<file path="config.mk">
export PLATFORM = sky130hd
export DESIGN_NAME = io_harness
export DESIGN_NICKNAME = d
export VERILOG_FILES = /design/src/rtl/io_harness.sv
export SDC_FILE = /design/constraint.sdc
export NUM_CORES = 1
export LEC_CHECK = 0
export CAP_MARGIN = 20
export CORE_UTILIZATION = 63
export DETAILED_ROUTE_END_ITERATION = 12
export DONT_BUFFER_PORTS = 1
export GPL_ROUTABILITY_DRIVEN = 1
export GPL_TIMING_DRIVEN = 1
export PLACE_DENSITY = 0.79
export SLEW_MARGIN = 20
export SYNTH_ARGS = -nofsm -noshare
export SYNTH_HDL_FRONTEND = slang
export SYNTH_SLANG_ARGS = --single-unit
</file>
<file path="constraint.sdc">
create_clock -name clk -period 7.8 [get_ports clk]
set_input_delay 1.56 -clock clk [delete_from_list [all_inputs] [get_ports clk]]
set_output_delay 1.56 -clock clk [all_outputs]
set_load 0.02 [all_outputs]
</file>
<file path="src/rtl/io_harness.sv">
// io_harness: run-control FSM, watchdog and buffered I/O between a CPU and a host.
// The CPU writes words into an output FIFO that the host drains through a
// show-ahead valid/ready port. The host fills an input FIFO that the CPU
// reads one word per request.
// Handshake rule on both host ports: a word moves on a rising clock edge
// exactly when valid and ready are both high in that cycle. Valid does not
// depend on ready.
module io_harness #(
  parameter int DATA_W    = 64,
  parameter int OUT_DEPTH = 8,
  parameter int IN_DEPTH  = 8,
  parameter int TIMEOUT   = 1000000
) (
  input  logic              clk,
  input  logic              reset,
  input  logic              start,
  input  logic              cpu_halt,
  input  logic              cpu_out_signal,
  input  logic [DATA_W-1:0] cpu_out_data,
  input  logic              cpu_in_req,
  output logic              cpu_in_valid,
  output logic [DATA_W-1:0] cpu_in_data,
  output logic              cpu_run,
  output logic              cpu_stall,
  input  logic              host_in_valid,
  input  logic [DATA_W-1:0] host_in_data,
  output logic              host_in_ready,
  output logic              host_out_valid,
  output logic [DATA_W-1:0] host_out_data,
  input  logic              host_out_ready,
  output logic [1:0]        state,
  output logic [31:0]       cycle_count,
  output logic              out_overflow
);

  localparam int OAW = $clog2(OUT_DEPTH);
  localparam int IAW = $clog2(IN_DEPTH);
  localparam logic [OAW:0] OUT_ONE = 1;
  localparam logic [IAW:0] IN_ONE  = 1;
  // Value of cycle_count during the last RUN cycle the watchdog allows.
  localparam logic [31:0] TO_LAST = (TIMEOUT == 0) ? 32'd0 : 32'(TIMEOUT - 1);

  typedef enum logic [1:0] {
    S_IDLE    = 2'd0,
    S_RUN     = 2'd1,
    S_HALTED  = 2'd2,
    S_TIMEOUT = 2'd3
  } state_t;

  state_t state_q, state_d;

  logic [31:0] count_q;
  logic        ovf_q;
  logic        pend_q;
  logic        in_valid_q;
  logic [DATA_W-1:0] in_data_q;

  logic [DATA_W-1:0] out_mem [OUT_DEPTH];
  logic [OAW:0]      out_wr_q, out_rd_q;
  logic [DATA_W-1:0] in_mem [IN_DEPTH];
  logic [IAW:0]      in_wr_q, in_rd_q;

  logic in_run, enter_run, wd_hit;
  logic out_empty, out_full, out_push_req, out_push, out_pop;
  logic in_empty, in_full, in_push, want_new, deliver;

  assign in_run    = (state_q == S_RUN);
  assign enter_run = !in_run && (state_d == S_RUN);
  assign wd_hit    = (TIMEOUT != 0) && (count_q == TO_LAST);

  // Extra pointer bit distinguishes full from empty when the indices match.
  assign out_empty = (out_wr_q == out_rd_q);
  assign out_full  = (out_wr_q[OAW] != out_rd_q[OAW]) &&
                     (out_wr_q[OAW-1:0] == out_rd_q[OAW-1:0]);
  assign in_empty  = (in_wr_q == in_rd_q);
  assign in_full   = (in_wr_q[IAW] != in_rd_q[IAW]) &&
                     (in_wr_q[IAW-1:0] == in_rd_q[IAW-1:0]);

  assign out_pop      = !out_empty && host_out_ready;
  assign out_push_req = in_run && cpu_out_signal;
  // A pop in the same cycle frees the slot, so a full FIFO still accepts.
  assign out_push     = out_push_req && (!out_full || out_pop);

  assign in_push  = host_in_valid && !in_full;
  // A new request is taken only when none is pending or being delivered.
  assign want_new = in_run && cpu_in_req && !pend_q && !in_valid_q;
  // Emptiness is the registered view, so a word pushed this cycle is not
  // forwarded until the next edge.
  assign deliver  = in_run && (pend_q || want_new) && !in_empty;

  // FSM state register.
  always_ff @(posedge clk or negedge reset) begin
    if (!reset) state_q <= S_IDLE;
    else        state_q <= state_d;
  end

  // FSM next state; a halt takes priority over the watchdog.
  always_comb begin
    state_d = state_q;
    case (state_q)
      S_IDLE:    if (start) state_d = S_RUN;
      S_RUN: begin
        if (cpu_halt)    state_d = S_HALTED;
        else if (wd_hit) state_d = S_TIMEOUT;
      end
      S_HALTED,
      S_TIMEOUT: if (start) state_d = S_RUN;
      default:   state_d = S_IDLE;
    endcase
  end

  // FSM outputs: CPU enable and hold request.
  always_comb begin
    cpu_run   = in_run;
    cpu_stall = in_run && (out_full || pend_q);
  end

  // Run cycle counter (saturating) and sticky overflow flag.
  always_ff @(posedge clk or negedge reset) begin
    if (!reset) begin
      count_q <= '0;
      ovf_q   <= 1'b0;
    end else begin
      if (enter_run)                      count_q <= '0;
      else if (in_run && count_q != '1)   count_q <= count_q + 32'd1;
      if (enter_run)                                   ovf_q <= 1'b0;
      else if (out_push_req && out_full && !out_pop)   ovf_q <= 1'b1;
    end
  end

  // Output FIFO pointers.
  always_ff @(posedge clk or negedge reset) begin
    if (!reset) begin
      out_wr_q <= '0;
      out_rd_q <= '0;
    end else begin
      if (out_push) out_wr_q <= out_wr_q + OUT_ONE;
      if (out_pop)  out_rd_q <= out_rd_q + OUT_ONE;
    end
  end

  // Output FIFO storage; contents are meaningless while empty.
  always_ff @(posedge clk) begin
    if (out_push) out_mem[out_wr_q[OAW-1:0]] <= cpu_out_data;
  end

  // Input FIFO pointers.
  always_ff @(posedge clk or negedge reset) begin
    if (!reset) begin
      in_wr_q <= '0;
      in_rd_q <= '0;
    end else begin
      if (in_push) in_wr_q <= in_wr_q + IN_ONE;
      if (deliver) in_rd_q <= in_rd_q + IN_ONE;
    end
  end

  // Input FIFO storage.
  always_ff @(posedge clk) begin
    if (in_push) in_mem[in_wr_q[IAW-1:0]] <= host_in_data;
  end

  // CPU read path: pending flag and the one-cycle delivery register.
  always_ff @(posedge clk or negedge reset) begin
    if (!reset) begin
      pend_q     <= 1'b0;
      in_valid_q <= 1'b0;
      in_data_q  <= '0;
    end else begin
      if (enter_run)     pend_q <= 1'b0;
      else if (deliver)  pend_q <= 1'b0;
      else if (want_new) pend_q <= 1'b1;
      in_valid_q <= deliver;
      if (deliver) in_data_q <= in_mem[in_rd_q[IAW-1:0]];
    end
  end

  assign state          = state_q;
  assign cycle_count    = count_q;
  assign out_overflow   = ovf_q;
  assign cpu_in_valid   = in_valid_q;
  assign cpu_in_data    = in_data_q;
  assign host_in_ready  = !in_full;
  assign host_out_valid = !out_empty;
  assign host_out_data  = out_mem[out_rd_q[OAW-1:0]];

endmodule

</file>
# Word level (Yosys, flattened, before mapping)
# Memories as Yosys holds them, arrays and structs flattened. A register that Yosys moved wholly into a read port is not among the register bits.
# Index checks and enable logic that the tools add are counted.
[word_totals]
output_inout_bits = 168
wordCells = 76
memories = 2
ramBits = 1024
regBits = 53
[op_classes]
muxes = 15
addsub = 5
reduce_logical = 33
eq_ne = 12
[memory_table]
columns = ["name", "depth", "width", "rd", "rd_ports_with_merged_regs", "write_ports", "line", "text"]
rows = [
  ["in_mem", 8, 64, 1, 1, 1, "60", "logic [DATA_W-1:0] in_mem [IN_DEPTH];"],
  ["out_mem", 8, 64, 1, 0, 1, "58", "logic [DATA_W-1:0] out_mem [OUT_DEPTH];"],
]
[op_table]
columns = ["op", "n"]
rows = [
  ["32-bit two-way mux", 2],
  ["32-bit by 1-bit adder with 32-bit output, second input constant", 1],
  ["32-bit by 20-bit == test with 1-bit output, second input constant", 1],
  ["32-bit inequality test, second input constant", 1],
  ["4-bit by 1-bit adder with 4-bit output, second input constant", 4],
  ["1-bit logical AND", 16],
  ["1-bit logical NOT", 9],
  ["1-bit two-way mux", 9],
  ["4-bit == test", 2],
  ["3-bit == test", 2],
  ["2-bit two-way mux", 3],
  ["2-bit by 1-bit == test with 1-bit output, second input constant", 2],
  ["2-bit == test, second input constant", 2],
  ["2-bit one-hot mux with 2 select lines", 1],
  ["2-bit nonzero test", 2],
  ["1-bit logical OR", 3],
  ["3-bit nonzero test", 1],
  ["3-bit OR reduction", 1],
  ["2-bit logical NOT", 1],
  ["1-bit inequality test", 2],
]

# Depth between registers and ports, before layout
[depth]
word_depth = 9
mapped_depth = 9
depth_no_buf = 6

# Worst setup path before layout
# OpenSTA, ideal clock, no wires.
[synth_path]
path_type = "input to register"
start = "in cpu_out_signal"
end = "mem out_mem[0][0] (enable)"
stages = 4
path_slack_ns = 0.876
required_time_ns = 7.235
setup_ns = 0.565
arrival_time_ns = 6.360
path_cell_list = "and2_1 -> o21a_1 -> nand2b_1 -> nor3_1"
[synth_via]
elab_chain_len = 4
[synth_lines]
columns = ["element", "line", "text"]
rows = [
  ["start: declaration", "18", "input logic cpu_out_signal,"],
  ["1-bit logical AND", "80", "assign out_push_req = in_run && cpu_out_signal;"],
  ["1-bit logical AND", "82", "assign out_push = out_push_req && (!out_full || out_pop);"],
  ["1-bit two-way mux", "144", "if (out_push) out_mem[out_wr_q[OAW-1:0]] <= cpu_out_data;"],
  ["1-bit two-way mux (not written as such)", "144", ""],
  ["end: declaration", "58", ""],
]
# No other way between the ends.

# Worst setup path after layout
[layout_path]
start = "reg out_rd_q[1]"
end = "out host_out_data[62]"
[layout_via]
elab_chain_len = 1
[layout_lines]
columns = ["element", "line", "text"]
rows = [
  ["start: declaration", "59", "logic [OAW:0] out_wr_q, out_rd_q;"],
  ["start signal: assignment", "138", "if (out_pop) out_rd_q <= out_rd_q + OUT_ONE;"],
  ["memory 8 x 64 bit", "-", ""],
  ["end: declaration", "29", "output logic [DATA_W-1:0] host_out_data,"],
]
# No other way between the ends.

==> flow_summary.toml <==
[clocking]
path_clk_slew_ps = 60
cts.path.max_buffers = 3
cts_tree = "yes"
clock_latency_ps = 660
cts_buffers = 108
cts_resized = 0
clockRootBuffer = "clkbuf_16"
cts_post_setup_buffers_inserted = 0
postCtsHoldBufs = 0
clock_sinks = 1141
h-tree-depth = 3

[critical_path]
cp-end-kind = "output pin"
slowest_stage = "dfrtp_4"
worstSetupStartpointType = "register"
cp_cell_sequence = "buf_4 > mux4_2 > mux2_2"
critPathKind = "reg2out"
r2r_slack_ps = 3530
slowest_delay_ps = 1000
cp.required_ps = 6240
timing.rr.end = "out_mem[0][45]"
worstPathMaxFanout = 74
r2r-start = "state[1]"
arrival_ps = 3530
worstRegToRegCells = 7

[drt]
drt_iter0_markers = 1860
drt_first_pass_iters = 5
ant_nets = 0
avgViaCountPerCell = 6.65
vias = 20000
post_drt_wl_per_cell_um = 29.6
postRouteWirelength_um = 89200
drc = 0

[floorplan]
die_area_um2 = 70000
core_area_um2 = 67800
fp.dieH_um = 265
chipWidth_um = 265
ios = 304
start_util_pct = 64.1
rows = 95

[grt]
grt_pass1_vias = 21400
grt_max_degree = 127
antenna_found_initial = 1
gr-total-overflow = 0
track_usage_pct = 26.0
grt_pass1_wl_um = 134000

[logic_synthesis]
ys_ff_latch = 1141
synth_warnings = 0
async_flop_share_pct = 10.3
syn-num-nets = 2148
syn_inst = 2007
ys.flop_type = "edfxtp_1"
syn_area_um2 = 43500
synth_edf_count = 1024
yosys-top-cells-count = "edfxtp_1, mux4_2, dfrtp_1"
synth_top_area_share_pct = 70.8
netlist_top_cells_area = "edfxtp_1, mux4_2, dfrtp_1"
post-synth-top-area-cell = "edfxtp_1"
yosysMostFrequentCell = "edfxtp_1"
synth.avg_cell_area_um2 = 21.7
synth_cell_type_count = 56
seq_area_frac_synth_pct = 77.5

[timing]
rsz0062_at_grt = "false"
worstMarginPinSlew_ps = 1090
slew_violations = 0
fin_setup_tns_ps = 0
setup_viol = 0
slew-limit-headroom_pct = 26.9
fmax_mhz = 196
period_share_pct = 65.3
setup_ws_ps = 2710
period_needed_ps = 5090
clock_skew_ps = 15.7
hold_viol = 0

[hold_path]
hold_start = "out_wr_q[3]"
hold_path.class = "reg2reg"
whs_endpoint = "out_wr_q[3]"
min_path_cells = 1

[flow_run]
drv_cap = 0

[status]
status = "finished clean"

[placement]
place_ws_ps = 3420
dpl_cell_area_um2 = 44500
place_congestion = 0.863
hpwl_um = 45500
portBuffers = 0

[cells_and_area]
nets = 2185
final_cell_area_um2 = 48400
diodes = 0
layout-drive-gt1-share_pct = 26.4
multiInputGateArea_um2 = 9430
syn_to_final_growth_pct = 11.4
layout.area.seq_um2 = 33700
n_fill_cell = 3751

[pwr]
leakage_nw = 15.8
ir_drop_mv = 0.275
power_density_nw_per_um2 = 386
## layer usage
| layer | wire (um) | vias to the layer above | GRT usage (%) |
|---|---|---|---|
| met1 | 32500 | 10600 | 32.1 |
| met4 | 2550 | 2 | 8.42 |
| met2 | 46000 | 887 | 44.4 |
| met5 | 18 | - | 0 |
| met3 | 8210 | 173 | 7.98 |
| li1 | - | 8362 | - |
## worst max-delay path by stage
stage	start	endpoint	slack, ps	cells past startpoint
5_1_grt	out_rd_q[1]	host_out_data[0]	2580	3
3_5_place_dp	out_rd_q[1]	host_out_data[3]	3420	3
4_1_cts	out_rd_q[1]	host_out_data[0]	2680	3
6_report	out_rd_q[1]	host_out_data[62]	2710	3
2_1_floorplan	cpu_out_signal	out_mem[0][0]	880	4
3_3_place_gp	out_rd_q[1]	host_out_data[3]	3490	3
## through the flow
| step | total power [mW] | utilization (%) | std cells | hold slack (ps) |
|---|---|---|---|---|
| 2_1_floorplan | 12.0 | - | 2007 | 460 |
| 3_3_place_gp | 13.0 | 65.6 | 2805 | 474 |
| 3_5_place_dp | 13.1 | 65.6 | 2805 | 480 |
| 4_1_cts | 18.8 | 71.4 | 3009 | 491 |
| 5_1_grt | 19.4 | 71.4 | 3011 | 507 |
| 6_report | 18.7 | 71.4 | 3011 | 488 |
## sequential cells by signal (all words and copies together) (netlist names)
| signal | count |
|---|---|
| cpu_in_data | 64 |
| cpu_in_valid | 1 |
| cycle_count | 32 |
| in_mem | 512 |
| in_rd_q | 4 |
| in_wr_q | 4 |
| out_mem | 512 |
| out_overflow | 1 |
| out_rd_q | 4 |
| out_wr_q | 4 |
| pend_q | 1 |
| state | 2 |
## kinds of logic (layout without fill, tap and decap cells)
| family | after synthesis | count (layout) | share of synthesized area (%) |
|---|---|---|---|
| multiplexers | 396 | 396 | 16.7 |
| AO/OA/AOI/OAI | 116 | 116 | 1.66 |
| adder cells (fa/ha/maj) | 5 | 5 | 0.144 |
| buffers and inverters | 107 | 238 | 1.07 |
| XOR/XNOR | 23 | 23 | 0.464 |
| AND/OR/NAND/NOR | 219 | 219 | 2.46 |
| flip-flops | 1141 | 1141 | 77.5 |
## critical path, delay by kind of cell, from the launching register on
kind,cells,cell delay (ps)
flip-flops,1,1000
buffers and inverters,1,920
multiplexers,2,840
## cell type report
class,count,area share (%)
Clock buffer,130,5.97
Inverter,5,0.0388
Timing Repair Buffer,29,0.584
Sequential cell,1141,69.6
Multi-Input combinational cell,759,19.5
Clock inverter,74,2.06
Tap cell,873,2.26
## placed cells by master (no fill, tap or decap), drive strengths merged, types with 3 or more instances in the layout
| master | count |
|---|---|
| xor2 | 7 |
| a41o | 6 |
| buf | 29 |
| a21oi | 73 |
| nor2 | 96 |
| edfxtp | 1024 |
| ha | 5 |
| and4 | 4 |
| mux2 | 69 |
| clkinvlp | 8 |
| clkinv | 39 |
| nor4 | 6 |
| clkbuf | 130 |
| nor4b | 3 |
| inv | 9 |
| bufinv | 23 |
| nand2b | 9 |
| nand4 | 13 |
| mux4 | 256 |
| mux2i | 71 |
| nor3 | 8 |
| or4 | 6 |
| a31oi | 7 |
| and3 | 7 |
| o211ai | 8 |
| nand3 | 17 |
| xnor2 | 16 |
| o31ai | 3 |
| nand2 | 40 |
| dfrtp | 117 |
| and2 | 5 |
## report_power, final
group	internal, mW	leakage [nW]	switching, mW
Sequential	7.61	10.7	0.842
Combinational	2.05	3.23	2.56
Clock	3.41	1.89	2.24
Power figures use the tool's default switching activity.
